$ cat src/rtl/ft_rx_deframer_if.sv
// Byte-in / message-out bundle for the FT232H sync245 receive deframer.
// slave = deframer side, master = byte source / message consumer side.
interface ft_rx_deframer_if;
    logic [7:0] rx_data;
    logic       rx_avail;
    logic       rx_pull;
    logic [7:0] msg_data;
    logic       msg_valid;
    logic       msg_last;
    logic       msg_ready;
    logic       frame_ok;
    logic       frame_err;
    logic [7:0] err_count;

    modport slave (
        input  rx_data, rx_avail, msg_ready,
        output rx_pull, msg_data, msg_valid, msg_last, frame_ok, frame_err, err_count
    );

    modport master (
        output rx_data, rx_avail, msg_ready,
        input  rx_pull, msg_data, msg_valid, msg_last, frame_ok, frame_err, err_count
    );
endinterface

$ cat src/rtl/ft_rx_deframer.sv
// Deframes SYNC/LEN/payload/CSUM packets from the sync245 byte stream, buffers the
// payload until the checksum verifies, then replays it on a valid/ready message port.
module ft_rx_deframer #(
    parameter int         MAX_LEN   = 64,
    parameter logic [7:0] SYNC_BYTE = 8'h7E,
    parameter int         TIMEOUT   = 1000
) (
    input  logic               ft_clkout,
    input  logic               ft_rstn,
    ft_rx_deframer_if.slave    bus
);

    localparam int         IDX_W     = (MAX_LEN > 1) ? $clog2(MAX_LEN) : 1;
    localparam logic [15:0] TO_LAST  = 16'(TIMEOUT - 1);
    localparam logic [7:0] MAX_LEN_B = 8'(MAX_LEN);

    typedef enum logic [2:0] {S_HUNT, S_LEN, S_PAYLOAD, S_CSUM, S_DRAIN} state_e;

    state_e           state_q;
    logic [7:0]       len_q;
    logic [IDX_W-1:0] idx_q;
    logic [7:0]       csum_q;
    logic [15:0]      timer_q;
    logic             rx_pull_q;
    logic [7:0]       msg_data_q;
    logic             msg_valid_q;
    logic             msg_last_q;
    logic             frame_ok_q;
    logic             frame_err_q;
    logic [7:0]       err_cnt_q;
    logic [7:0]       mem_q [MAX_LEN];

    logic [7:0]       csum_sum;
    logic [IDX_W-1:0] idx_nx;
    logic             idx_is_last;
    logic             idx_nx_is_last;
    logic [7:0]       err_cnt_inc;

    assign csum_sum       = csum_q + bus.rx_data;
    assign idx_nx         = idx_q + IDX_W'(1);
    assign idx_is_last    = (8'(idx_q) == len_q - 8'd1);
    assign idx_nx_is_last = (8'(idx_nx) == len_q - 8'd1);
    assign err_cnt_inc    = (err_cnt_q == 8'hFF) ? 8'hFF : err_cnt_q + 8'd1;

    // Payload store has no reset; only bytes of the frame in flight are ever read back.
    always_ff @(posedge ft_clkout) begin
        if (state_q == S_PAYLOAD && bus.rx_avail)
            mem_q[idx_q] <= bus.rx_data;
    end

    always_ff @(posedge ft_clkout or negedge ft_rstn) begin
        if (!ft_rstn) begin
            state_q     <= S_HUNT;
            len_q       <= 8'd0;
            idx_q       <= '0;
            csum_q      <= 8'd0;
            timer_q     <= 16'd0;
            rx_pull_q   <= 1'b0;
            msg_data_q  <= 8'd0;
            msg_valid_q <= 1'b0;
            msg_last_q  <= 1'b0;
            frame_ok_q  <= 1'b0;
            frame_err_q <= 1'b0;
            err_cnt_q   <= 8'd0;
        end else begin
            frame_ok_q  <= 1'b0;
            frame_err_q <= 1'b0;
            rx_pull_q   <= 1'b1;
            case (state_q)
                S_HUNT: begin
                    if (bus.rx_avail && bus.rx_data == SYNC_BYTE) begin
                        state_q <= S_LEN;
                        csum_q  <= 8'd0;
                        timer_q <= 16'd0;
                    end
                end
                S_LEN, S_PAYLOAD, S_CSUM: begin
                    if (bus.rx_avail) begin
                        timer_q <= 16'd0;
                        case (state_q)
                            S_LEN: begin
                                if (bus.rx_data == 8'd0 || bus.rx_data > MAX_LEN_B) begin
                                    frame_err_q <= 1'b1;
                                    err_cnt_q   <= err_cnt_inc;
                                    state_q     <= S_HUNT;
                                end else begin
                                    len_q   <= bus.rx_data;
                                    idx_q   <= '0;
                                    csum_q  <= bus.rx_data;
                                    state_q <= S_PAYLOAD;
                                end
                            end
                            S_PAYLOAD: begin
                                csum_q <= csum_sum;
                                idx_q  <= idx_nx;
                                if (idx_is_last) state_q <= S_CSUM;
                            end
                            default: begin
                                if (csum_sum == 8'h00) begin
                                    frame_ok_q <= 1'b1;
                                    idx_q      <= '0;
                                    state_q    <= S_DRAIN;
                                    rx_pull_q  <= 1'b0;
                                end else begin
                                    frame_err_q <= 1'b1;
                                    err_cnt_q   <= err_cnt_inc;
                                    state_q     <= S_HUNT;
                                end
                            end
                        endcase
                    end else if (timer_q == TO_LAST) begin
                        frame_err_q <= 1'b1;
                        err_cnt_q   <= err_cnt_inc;
                        timer_q     <= 16'd0;
                        state_q     <= S_HUNT;
                    end else begin
                        timer_q <= timer_q + 16'd1;
                    end
                end
                S_DRAIN: begin
                    rx_pull_q <= 1'b0;
                    // First drain cycle only loads beat 0, so msg_valid trails frame_ok by one.
                    if (!msg_valid_q) begin
                        msg_valid_q <= 1'b1;
                        msg_data_q  <= mem_q[idx_q];
                        msg_last_q  <= idx_is_last;
                    end else if (bus.msg_ready) begin
                        if (msg_last_q) begin
                            msg_valid_q <= 1'b0;
                            msg_last_q  <= 1'b0;
                            state_q     <= S_HUNT;
                            rx_pull_q   <= 1'b1;
                        end else begin
                            idx_q      <= idx_nx;
                            msg_data_q <= mem_q[idx_nx];
                            msg_last_q <= idx_nx_is_last;
                        end
                    end
                end
                default: state_q <= S_HUNT;
            endcase
        end
    end

    assign bus.rx_pull   = rx_pull_q;
    assign bus.msg_data  = msg_data_q;
    assign bus.msg_valid = msg_valid_q;
    assign bus.msg_last  = msg_last_q;
    assign bus.frame_ok  = frame_ok_q;
    assign bus.frame_err = frame_err_q;
    assign bus.err_count = err_cnt_q;

    // Source must honour rx_pull; a byte arriving while draining is lost.
    a_no_rx_in_drain: assert property (@(posedge ft_clkout) disable iff (!ft_rstn)
        !(state_q == S_DRAIN && bus.rx_avail));

endmodule

$ cat src/flat_wrapper.sv
// flat-port wrapper written by rule: the top's interface ports become plain ports
module ft_rx_deframer_flat 
#(
    parameter int         MAX_LEN   = 64,
    parameter logic [7:0] SYNC_BYTE = 8'h7E,
    parameter int         TIMEOUT   = 1000
)
  (ft_clkout, ft_rstn, bus_rx_data, bus_rx_avail, bus_msg_ready, bus_rx_pull, bus_msg_data, bus_msg_valid, bus_msg_last, bus_frame_ok, bus_frame_err, bus_err_count);
  ft_rx_deframer_if bus_i ();
  input  logic ft_clkout;
  input  logic ft_rstn;
  input wire logic [$bits(bus_i.rx_data)-1:0] bus_rx_data;
  input wire logic [$bits(bus_i.rx_avail)-1:0] bus_rx_avail;
  input wire logic [$bits(bus_i.msg_ready)-1:0] bus_msg_ready;
  output wire logic [$bits(bus_i.rx_pull)-1:0] bus_rx_pull;
  output wire logic [$bits(bus_i.msg_data)-1:0] bus_msg_data;
  output wire logic [$bits(bus_i.msg_valid)-1:0] bus_msg_valid;
  output wire logic [$bits(bus_i.msg_last)-1:0] bus_msg_last;
  output wire logic [$bits(bus_i.frame_ok)-1:0] bus_frame_ok;
  output wire logic [$bits(bus_i.frame_err)-1:0] bus_frame_err;
  output wire logic [$bits(bus_i.err_count)-1:0] bus_err_count;
  assign bus_i.rx_data = bus_rx_data;
  assign bus_i.rx_avail = bus_rx_avail;
  assign bus_i.msg_ready = bus_msg_ready;
  assign bus_rx_pull = bus_i.rx_pull;
  assign bus_msg_data = bus_i.msg_data;
  assign bus_msg_valid = bus_i.msg_valid;
  assign bus_msg_last = bus_i.msg_last;
  assign bus_frame_ok = bus_i.frame_ok;
  assign bus_frame_err = bus_i.frame_err;
  assign bus_err_count = bus_i.err_count;
  ft_rx_deframer #(.MAX_LEN(MAX_LEN), .SYNC_BYTE(SYNC_BYTE), .TIMEOUT(TIMEOUT)) u_core (.ft_clkout(ft_clkout), .ft_rstn(ft_rstn), .bus(bus_i));
endmodule
$ cat config.mk
export PLATFORM = sky130hd
export DESIGN_NAME = ft_rx_deframer_flat
export DESIGN_NICKNAME = d
export VERILOG_FILES = /design/src/rtl/ft_rx_deframer_if.sv /design/src/rtl/ft_rx_deframer.sv /design/src/flat_wrapper.sv
export SDC_FILE = /design/constraint.sdc
export NUM_CORES = 1
export LEC_CHECK = 0
export BUFFER_PORTS_ARGS = -buffer_cell sky130_fd_sc_hd__buf_2
export CAP_MARGIN = 5
export CORE_UTILIZATION = 25
export CTS_BUF_LIST = sky130_fd_sc_hd__clkbuf_16
export CTS_CLUSTER_DIAMETER = 40
export DETAILED_ROUTE_END_ITERATION = 8
export PLACE_DENSITY = 0.49
export SYNTH_ARGS = -nofsm -noshare
export SYNTH_HDL_FRONTEND = slang
export SYNTH_SLANG_ARGS = --single-unit
export TNS_END_PERCENT = 20
$ cat constraint.sdc
create_clock -name ft_clkout -period 3.25 [get_ports ft_clkout]
set_clock_uncertainty 0.1 [all_clocks]
set_input_delay 0.1625 -clock ft_clkout [delete_from_list [all_inputs] [get_ports ft_clkout]]
set_output_delay 0.1625 -clock ft_clkout [all_outputs]
set_load 0.005 [all_outputs]
**Word-level counts from Yosys, hierarchy flattened**

Memories as Yosys holds them, arrays and structs flattened.
Cells that the tools add are included.

- Output and inout port bits: 21
- Logic and storage cells: 125
- RAM bits: 512
- Register bits: 62
- Memories kept: 1
- Bits of input ports: 12

Memory list:

| name | words | width | rd ports | clocked after Yosys merged registers in | wr ports | line | RTL |
|---|---|---|---|---|---|---|---|
| u_core.mem_q | 64 | 8 | 2 | 0 | 1 | ft_rx_deframer.sv:31 | `logic [7:0] mem_q [MAX_LEN];` |

- Reductions and logical operators: 19
- Equality and inequality tests: 25
- Muxes and demuxes: 61
- Bitwise logic cells: 1
- Add/subtract/negate cells: 5
- Magnitude comparators: 1

Operators with widths:

| kind | number |
|---|---|
| 8-bit two-way mux | 11 |
| 16-bit two-way mux | 3 |
| 8-bit case mux with 2 select lines | 3 |
| 6-bit two-way mux | 6 |
| 16-bit case mux with 2 select lines | 1 |
| 3-bit two-way mux | 8 |
| 6-bit case mux with 2 select lines | 2 |
| 1-bit two-way mux | 22 |
| 16-bit by 1-bit adder with 16-bit output (second input constant) | 1 |
| 16-bit by 10-bit equality test with 1-bit output (second input constant) | 1 |
| 6-bit by 8-bit equality test with 1-bit output | 2 |
| 8-bit logical NOT | 2 |
| 2-bit != test (second input constant) | 6 |
| 5-bit AND reduction | 2 |
| 3-bit case mux with 3 select lines | 1 |
| 8-bit by 1-bit adder with 8-bit output (second input constant) | 1 |
| 8-bit adder | 1 |
| 8-bit by 7-bit equality test with 1-bit output (second input constant) | 1 |
| 8-bit equality test (second input constant) | 1 |
| 8-bit by 7-bit > comparator with 1-bit output (second input constant) | 1 |
| 8-bit by 1-bit subtractor with 8-bit output (second input constant) | 1 |
| 7-bit AND reduction | 1 |
| 6-bit by 1-bit adder with 6-bit output (second input constant) | 1 |
| 3-bit by 2-bit equality test with 1-bit output (second input constant) | 2 |
| 22 further kinds | 31 |

**Longest topological paths before layout**

Gate-level depths: netlist of the first run.

- Depth in word-level cells: 6
- Depth in mapped cells: 12
- Depth with buffers taken out: 9

**Least setup slack after synthesis of the first run**

Ideal clock, no wire load.

- Path type: register to register
- From: register u_core.csum_q[0]
- To: register u_core.idx_q[5]
- Library setup time: 0.125 ns
- Data required time: 3.025 ns
- Arrival: 2.723 ns
- Stages on the path, launching flop included: 10
- Clock period less this slack: 2.948 ns
- Buffers on the path: 0
- Slack: 0.302 ns
- Path through: dfrtp_1 -> ha_1 -> fa_1 -> a21oi_1 -> o21ai_0 -> a311o_1 -> nor4_4 -> nand4_4 -> o211ai_4 -> mux2_4

- Longest elaborated chain between the ends: 4

Ends and longest elaborated chain:

| element | line | RTL |
|---|---|---|
| start, declared | ft_rx_deframer.sv:22 | `logic [7:0] csum_q;` |
| start signal, assigned | ft_rx_deframer.sv:89 | `csum_q <= bus.rx_data;` |
| start signal, assigned | ft_rx_deframer.sv:94 | `csum_q <= csum_sum;` |
| 8-bit adder | ft_rx_deframer.sv:39 | `assign csum_sum = csum_q + bus.rx_data;` |
| 8-bit logical NOT | ft_rx_deframer.sv:99 | `if (csum_sum == 8'h00) begin` |
| 4-bit by 1-bit != test with 1-bit output (no source line) | n/a |  |
| 7-bit AND reduction (no source line) | n/a |  |
| end signal, assigned | ft_rx_deframer.sv:95 | `idx_q <= idx_nx;` |
| end signal, assigned | ft_rx_deframer.sv:134 | `idx_q <= idx_nx;` |
| end, declared | ft_rx_deframer.sv:21 | `logic [IDX_W-1:0] idx_q;` |

Every way passes these cells.
A chain may end at the register's enable or synchronous reset.

**Final worst setup path of the first run**

- From: register u_core.csum_q[0]
- To: register u_core.idx_q[1]

The elaborated chain is that of the path after synthesis.

==> summary.md, run 1 <==
| Metric | Value |
|---|---|
| Tcrit/Tclk final | 96.9% |
| Unrepaired setup endpoints after global routing | yes |
| Hold crit path type | in -> async |
| Worst endpoint data arrival time | 3.61 ns |
| VDD IR max | 0.000616 V |
| Met1 Use GR | 24.6% |
| Syn nets | 1898 |
| Worst-path cell chain | ha_1, fa_1, xor2_1, nor4b_1, o21ai_0, nor4_4, nand4_4, o211ai_4, buf_4, mux2i_1 |
| Post-layout worst setup margin | 0.100 ns |
| Max-cap violations | 0 |
| Met3 Use GR | 3.56% |
| Clock Pin Slew Worst Setup and Hold Paths | 0.05 ns |
| Die X | 336 um |
| CTS Buf Count | 99 |
| Slew Limit Fails | 0 |
| Status | completed |
| DR pass1 iterations | 6 |
| Slowest cell on crit path | fa_1 |
| Synth Cell Area | 27900 sq um |
| I/O Pins | 33 |
| Port buffer count | 32 |
| Maximum clock frequency | 0.317 GHz |
| First DRT Iteration DRCs | 2244 |
| ANT cells | 0 |
| Post-CTS Setup Repair Bufs | 0 |
| Row cnt | 122 |
| Post-synthesis cell type count | 81 |
| DIE HEIGHT | 336 um |
| Worst path required time | 3.71 ns |
| Grt total ovfl | 0 |
| Skew-Pair Late Insertion Delay | 0.66 ns |
| FILL cells | 10.9k |
| Setup WS pre-CTS | 0.0267 ns |
| Least-Margin Pin Slew | 0.934 ns |
| Largest net degree at the start of global routing | 69 |
| Routed vias/inst | 5.30 |
| Worst setup SP type | flip-flop |
| Static leakage | 12.0 nW |
| Total negative slack | 0 ns |
| CP Class | reg -> reg |
| First-pass GRT wire length | 144000 um |
| Critical Path Source | u_core.csum_q[0] |
| EDFF count, synth | 512 |
| Worst slew margin | 37.7% |
| HPWL Detailed | 66600 um |
| Setup violators final | 0 |
| Post-route ant nets | 0 |
| Gr busiest metal | met2 |
| GR Layer Usage met2 | 27.1% |
| Final WL | 101000 um |
| Worst hold slack | 0.00126 ns |
| Layout cell share with drive strength beyond 1 | 31.5% |
| Most common cell after layout, fill and taps aside | edfxtp_1 |
| DR vias | 19.6k |
| FFs w/ async S/R, synth | 10.8% |
| WP buf/inv | 1 |
| Routed len/inst | 27.4 um |
| CTS root buf | clkbuf_16 |
| All-Layer GR Usage | 17.7% |
| Syn_area_per_cell | 14.9 sq um |
| CTS tree | built |
| Register bit total from synthesis | 574 |
| Die area | 113000 sq um |
| Most frequent cells in the layout | 512 x edfxtp_1, 206 x buf_4, 158 x mux4_2 |
| Max incr delay on CP | 0.43 ns |
| H-Tree Depth | 3 |
| Core ar. | 111000 sq um |
| Ys flop type | edfxtp_1 |
| Total clock sinks | 574 |
| Final hold vios | 0 |
| R2R Path Start | u_core.csum_q[0] |
| Antenna violations before repair | 8 |
| Fin area | 35100 sq um |
| Total power | 34.4 mW |
| Vias in the first global route | 19.6k |
| Pwr dens | 979 nW/um^2 |
| Gpl congestion | 0.894 |
| DRC | 0 |
| Mapped Cells | 1874 |
| Max Root-Sink Buffers | 3 |
| CP top delay family | simple AND/OR/NAND/NOR gates |
| Synth warn | 0 |
| Final net count | 2143 |
| Layout area overhead | 26.1% |
| Worst-path fanout max | 5 |
| Placed Area | 31400 sq um |
| Final min period | 3.15 ns |
| CP Capture Type | flip-flop |
| Initial core utilization | 25.2% |
| Sequential-to-total area share from yosys stat | 60.7% |
==> worst reg2reg max path: cells and delay by family, from the launching register on <==
kind	cells	cell delay (ns)
DFF	1	0.38
muxes	1	0.19
and+or+nand+nor	3	0.84
xor gates and xnor gates	1	0.20
AOI/OAI and AO/OA	2	0.51
adders and majority gates	2	0.66
buffers and inverters	1	0.18
==> repair_timing <==
item | 4_1_cts | 5_1_grt
endpoints found under the hold margin | 69 | 0
endpoints found under the setup margin | 0 | 6
hold buffers | 8 | 0
resized for setup | 0 | 5
==> final timing paths <==
| path | to | slack [ns] | depth (start not counted) |
|---|---|---|---|
| worst max-delay path | u_core.idx_q[1] | 0.10 | 10 |
| worst min-delay path | u_core.bus.frame_err | 0.001 | 3 |
| worst max register to register | u_core.idx_q[1] | 0.10 | 10 |
| worst min register to register | u_core.csum_q[6] | 0.39 | 2 |
| max in group asynchronous | u_core.idx_q[1] | 2.60 | 3 |
| min in group ft_clkout | u_core.csum_q[1] | 0.03 | 4 |
==> cell usage after synthesis, drive strengths merged, types with 3 or more instances <==
cell type,number,area (sq um)
nand2,150,563
a21oi,77,385
a32oi,7,61.3
clkbuf,37,139
nand3,25,125
xnor2,12,105
mux2,69,781
nor2,126,473
a2111oi,5,51.3
inv,14,52.6
mux2i,75,751
and2,6,37.5
o22a,6,52.6
nand4,9,71.3
nor3b,5,37.5
buf,96,527
nor4b,4,35.0
o22ai,34,213
a221oi,75,657
a211oi,9,72.6
nor3,23,120
o41ai,7,61.3
and3,10,62.6
o21ai,64,320
xor2,13,121
a21o,5,37.5
mux4,158,3560
o211ai,7,66.3
nor2b,13,81.3
a221o,10,100
or3,7,43.8
ha,11,138
nand3b,7,52.6
nand2b,9,56.3
o32ai,3,26.3
a22oi,30,225
edfxtp,512,15400
a22o,13,114
nor4,21,146
o221ai,4,35.0
a31oi,9,56.3
dfrtp,62,1550
a211o,4,35.0
==> per-layer routing <==
layer | vias up | part of all wire (%)
met3 | 198 | 9.6
met1 | 10100 | 42
li1 | 8185 | -
met4 | 4 | 3.7
met5 | - | 0.039
met2 | 1071 | 44
==> metrics by stage <==
| stage | util (%) | std cells |
|---|---|---|
| 6_report | 31.8 | 3691 |
| 3_5_place_dp | 28.5 | 3498 |
| 5_1_grt | 31.8 | 3691 |
| 2_1_floorplan | - | 1874 |
| 4_1_cts | 31.8 | 3691 |
| 3_3_place_gp | 28.5 | 3498 |
==> power breakdown <==
part	internal (mW)	switching (mW)	total, mW
Sequential	8.27	0.252	8.52
Combinational	6.24	8.50	14.7
Clock	7.15	3.99	11.1
Total	21.7	12.7	34.4
==> cell families after synthesis <==
family / after synthesis / synth area share (%)
AOI/OAI and AO/OA: 391 / 9.95
xor gates and xnor gates: 25 / 0.813
adders and majority gates: 12 / 0.566
buffers and inverters: 147 / 2.58
DFF: 574 / 60.7
muxes: 302 / 18.3
and+or+nand+nor: 423 / 7.08
==> sequential cells by signal (all words and copies together), names as in the netlist <==
register,count
u_core.mem_q,512
u_core.timer_q,16
u_core.bus.msg_valid,1
u_core.bus.rx_pull,1
u_core.len_q,8
u_core.bus.frame_ok,1
u_core.bus.msg_last,1
u_core.bus.msg_data,8
u_core.csum_q,8
u_core.state_q,3
u_core.bus.frame_err,1
u_core.bus.err_count,8
u_core.idx_q,6
==> area by class of cell <==
cell class | count | area, sq um | share of cell area (%)
clock buffers | 100 | 2500 | 7.12
well taps | 1488 | 1860 | 5.30
multi-input cells | 1153 | 10300 | 29.3
repair buffers | 277 | 2420 | 6.88
flip-flops and latches | 574 | 16900 | 48.2
inverters | 14 | 55.1 | 0.157
clock inverters | 85 | 1070 | 3.06
No activity file was read; power rests on OpenSTA's default activity.
==> inputs of run 2 (changes only) <==
==> constraint.sdc (replaced) <==
create_clock -name ft_clkout -period 3.25 [get_ports ft_clkout]
set_clock_uncertainty 0.1 [all_clocks]
set_input_delay 0.975 -clock ft_clkout [delete_from_list [all_inputs] [get_ports ft_clkout]]
set_output_delay 0.975 -clock ft_clkout [all_outputs]
set_load 0.005 [all_outputs]
==> run 2 against run 1 <==
  * Worst hold slack gained 0.14 ns
  * Final cell count increased by 1.3%
  * Critical path depth shrank 1
==> summary.md, run 2 (synthesized netlist as in run 1, its figures left out) <==
| Metric | Value |
|---|---|
| Status | completed |
| Routed vias/inst | 5.29 (-0.24%) |
| Post-route ant nets | 0 (unchanged) |
| Non-filler cells, final | 3739 (+1.3%) |
| Worst path required time | 3.67 ns (-0.04 ns) |
| Pwr dens | 969 nW/um^2 (-1.0%) |
| Final min period | 3.22 ns (+0.0750 ns) |
| Setup violators final | 0 (unchanged) |
| Gpl congestion | 0.903 (+0.95%) |
| CTS Buf Count | 95 (-4.0%) |
| Slowest cell on crit path | a2111oi_0 |
| Hold crit path type | in -> async |
| Layout area overhead | 26.5% |
| H-Tree Depth | 3 (unchanged) |
| Worst setup SP type | flip-flop |
| First-pass GRT wire length | 144000 um (+0.41%) |
| Static leakage | 12.1 nW (+0.77%) |
| Unrepaired setup endpoints after global routing | yes |
| Worst-path cell chain | buf_12, and2_1, a221oi_1, o21ai_0, a2111oi_0, buf_4, o221a_2, a31oi_1, a22o_1 |
| Tcrit/Tclk final | 99.2% (+2.3 points) |
| Most frequent cells in the layout | 512 x edfxtp_1, 272 x buf_4, 158 x mux4_2 |
| Final hold vios | 0 (unchanged) |
| VDD IR max | 0.000446 V (-28%) |
| Max Root-Sink Buffers | 3 (unchanged) |
| Max-cap violations | 0 (unchanged) |
| HPWL Detailed | 68000 um (+2.0%) |
| Final net count | 2195 (+2.4%) |
| Initial core utilization | 25.2% (unchanged) |
| Die X | 336 um (unchanged) |
| I/O Pins | 33 (unchanged) |
| Grt total ovfl | 0 (unchanged) |
| Worst hold slack | 0.143 ns (+0.141 ns) |
| Total clock sinks | 574 (unchanged) |
| Register with the most flip-flops | u_core.mem_q |
| Row cnt | 122 (unchanged) |
| CP Capture Type | flip-flop |
| Worst slew margin | 36.3% (-1.4 points) |
| Port buffer count | 32 (unchanged) |
| Maximum clock frequency | 0.310 GHz (-2.3%) |
| Most common cell after layout, fill and taps aside | edfxtp_1 |
| DIE HEIGHT | 336 um (unchanged) |
| CTS root buf | clkbuf_16 |
| Hold buffer count at cts | 0 (-8) |
| Post-CTS Setup Repair Bufs | 0 (unchanged) |
| CP Class | reg -> reg |
| Routed len/inst | 26.8 um (-2.1%) |
| Core ar. | 111000 sq um (unchanged) |
| Worst endpoint data arrival time | 3.65 ns (+0.04 ns) |
| Final WL | 100000 um (-0.87%) |
| Antenna violations before repair | 5 (-3) |
| DR pass1 iterations | 6 (unchanged) |
| Max incr delay on CP | 0.65 ns (+0.22 ns) |
| First DRT Iteration DRCs | 2297 (+2.4%) |
| CTS tree | built |
| Placed insts | 3562 (+1.8%) |
| Least-Margin Pin Slew | 0.951 ns (+0.0172 ns) |
| Largest net degree at the start of global routing | 69 (unchanged) |
| Largest register FFs | 512 (unchanged) |
| DRC | 0 (unchanged) |
| DR vias | 19.8k (+1.1%) |
| Layout cell share with drive strength beyond 1 | 33.3% (+1.8 points) |
| Die area | 113000 sq um (unchanged) |
| Clock Pin Slew Worst Setup and Hold Paths | 0.05 ns (about the same) |
| Regs by FF count | u_core.mem_q: 512 flops, u_core.timer_q: 16 flops |
| All-Layer GR Usage | 17.7% (-0.044 points) |
| Slew Limit Fails | 0 (unchanged) |
| Skew-Pair Late Insertion Delay | 0.67 ns (about the same) |
| Post-CTS sizing | 0 (unchanged) |
| Vias in the first global route | 19.8k (+0.94%) |
| Register-to-register setup slack | 0.03 ns (-0.07 ns) |
| Worst-path fanout max | 19 (+14) |
run 2: cell types whose count changed in the layout (fill, tap and decap cells not counted), moves of 4 or more:
cell,change
clkbuf_16,-4
clkinv_1,+9
dlygate4sd3_1,-7
buf_4,+66
bufinv_16,-5
inv_1,-5
run 2: layout make-up:
class	count	area (sq um)
antenna	1	2.50
clock buffer	96	2400
clock inverter	80	890
fill	10900	75300
inverter	14	53.8
multi-input combinational	1153	10300
sequential	574	16900
tap	1488	1860
timing repair buffer	333	2780
run 2: path summary, 6_finish.rpt:
| kind | to | cells past startpoint | startpoint |
|---|---|---|---|
| worst max register to register | u_core.bus.msg_data[4] | 9 | u_core.idx_q[0] |
| min in group ft_clkout | u_core.csum_q[6] | 2 | u_core.csum_q[6] |
| worst min-delay path | u_core.bus.err_count[1] | 1 | ft_rstn |
| max in group asynchronous | u_core.csum_q[5] | 2 | ft_rstn |
| worst min register to register | u_core.csum_q[6] | 2 | u_core.csum_q[6] |
| worst max-delay path | u_core.bus.msg_data[4] | 9 | u_core.idx_q[0] |
run 2: critical path, delay by kind of cell, from the launching register on:
kind                   cells  cell delay [ns]
AO/OA/AOI/OAI              6             1.75
buffers and inverters      2             0.41
AND/OR/NAND/NOR            1             0.29
flip-flops                 1             0.54
run 2: through the flow:
stage | instance area, sq um | worst slack [ns] | utilization [%] | setup TNS [ns] | power, mW
global placement | 31900 | -0.476 | 28.9 | -7.27 | 23.7
CTS | 35200 | 0.0237 | 31.9 | 0 | 34.2
detailed placement | 31900 | -0.502 | 28.9 | -8.83 | 23.8
global route | 35200 | -0.000295 | 31.9 | -0.000295 | 35.4
floorplan | 27900 | -0.124 | - | -0.124 | 17.3
finish | 35200 | 0.0253 | 31.9 | 0 | 34.1
run 2: power by group:
part | total, mW | switching, mW | internal, mW | leakage [nW]
logic | 15.2 | 8.52 | 6.68 | 5.06
clock network | 10.3 | 3.86 | 6.49 | 1.60
registers | 8.59 | 0.322 | 8.27 | 5.40
run 2: metal layers:
layer | part of all wire, % | wire length, um | vias up | global-route usage (%)
met5 | 0.039 | 39 | - | 0
met4 | 2.9 | 2890 | 4 | 5.30
met3 | 8.7 | 8720 | 192 | 3.92
met2 | 47 | 46700 | 990 | 28.1
met1 | 42 | 41900 | 10300 | 24.0
li1 | - | - | 8296 | -
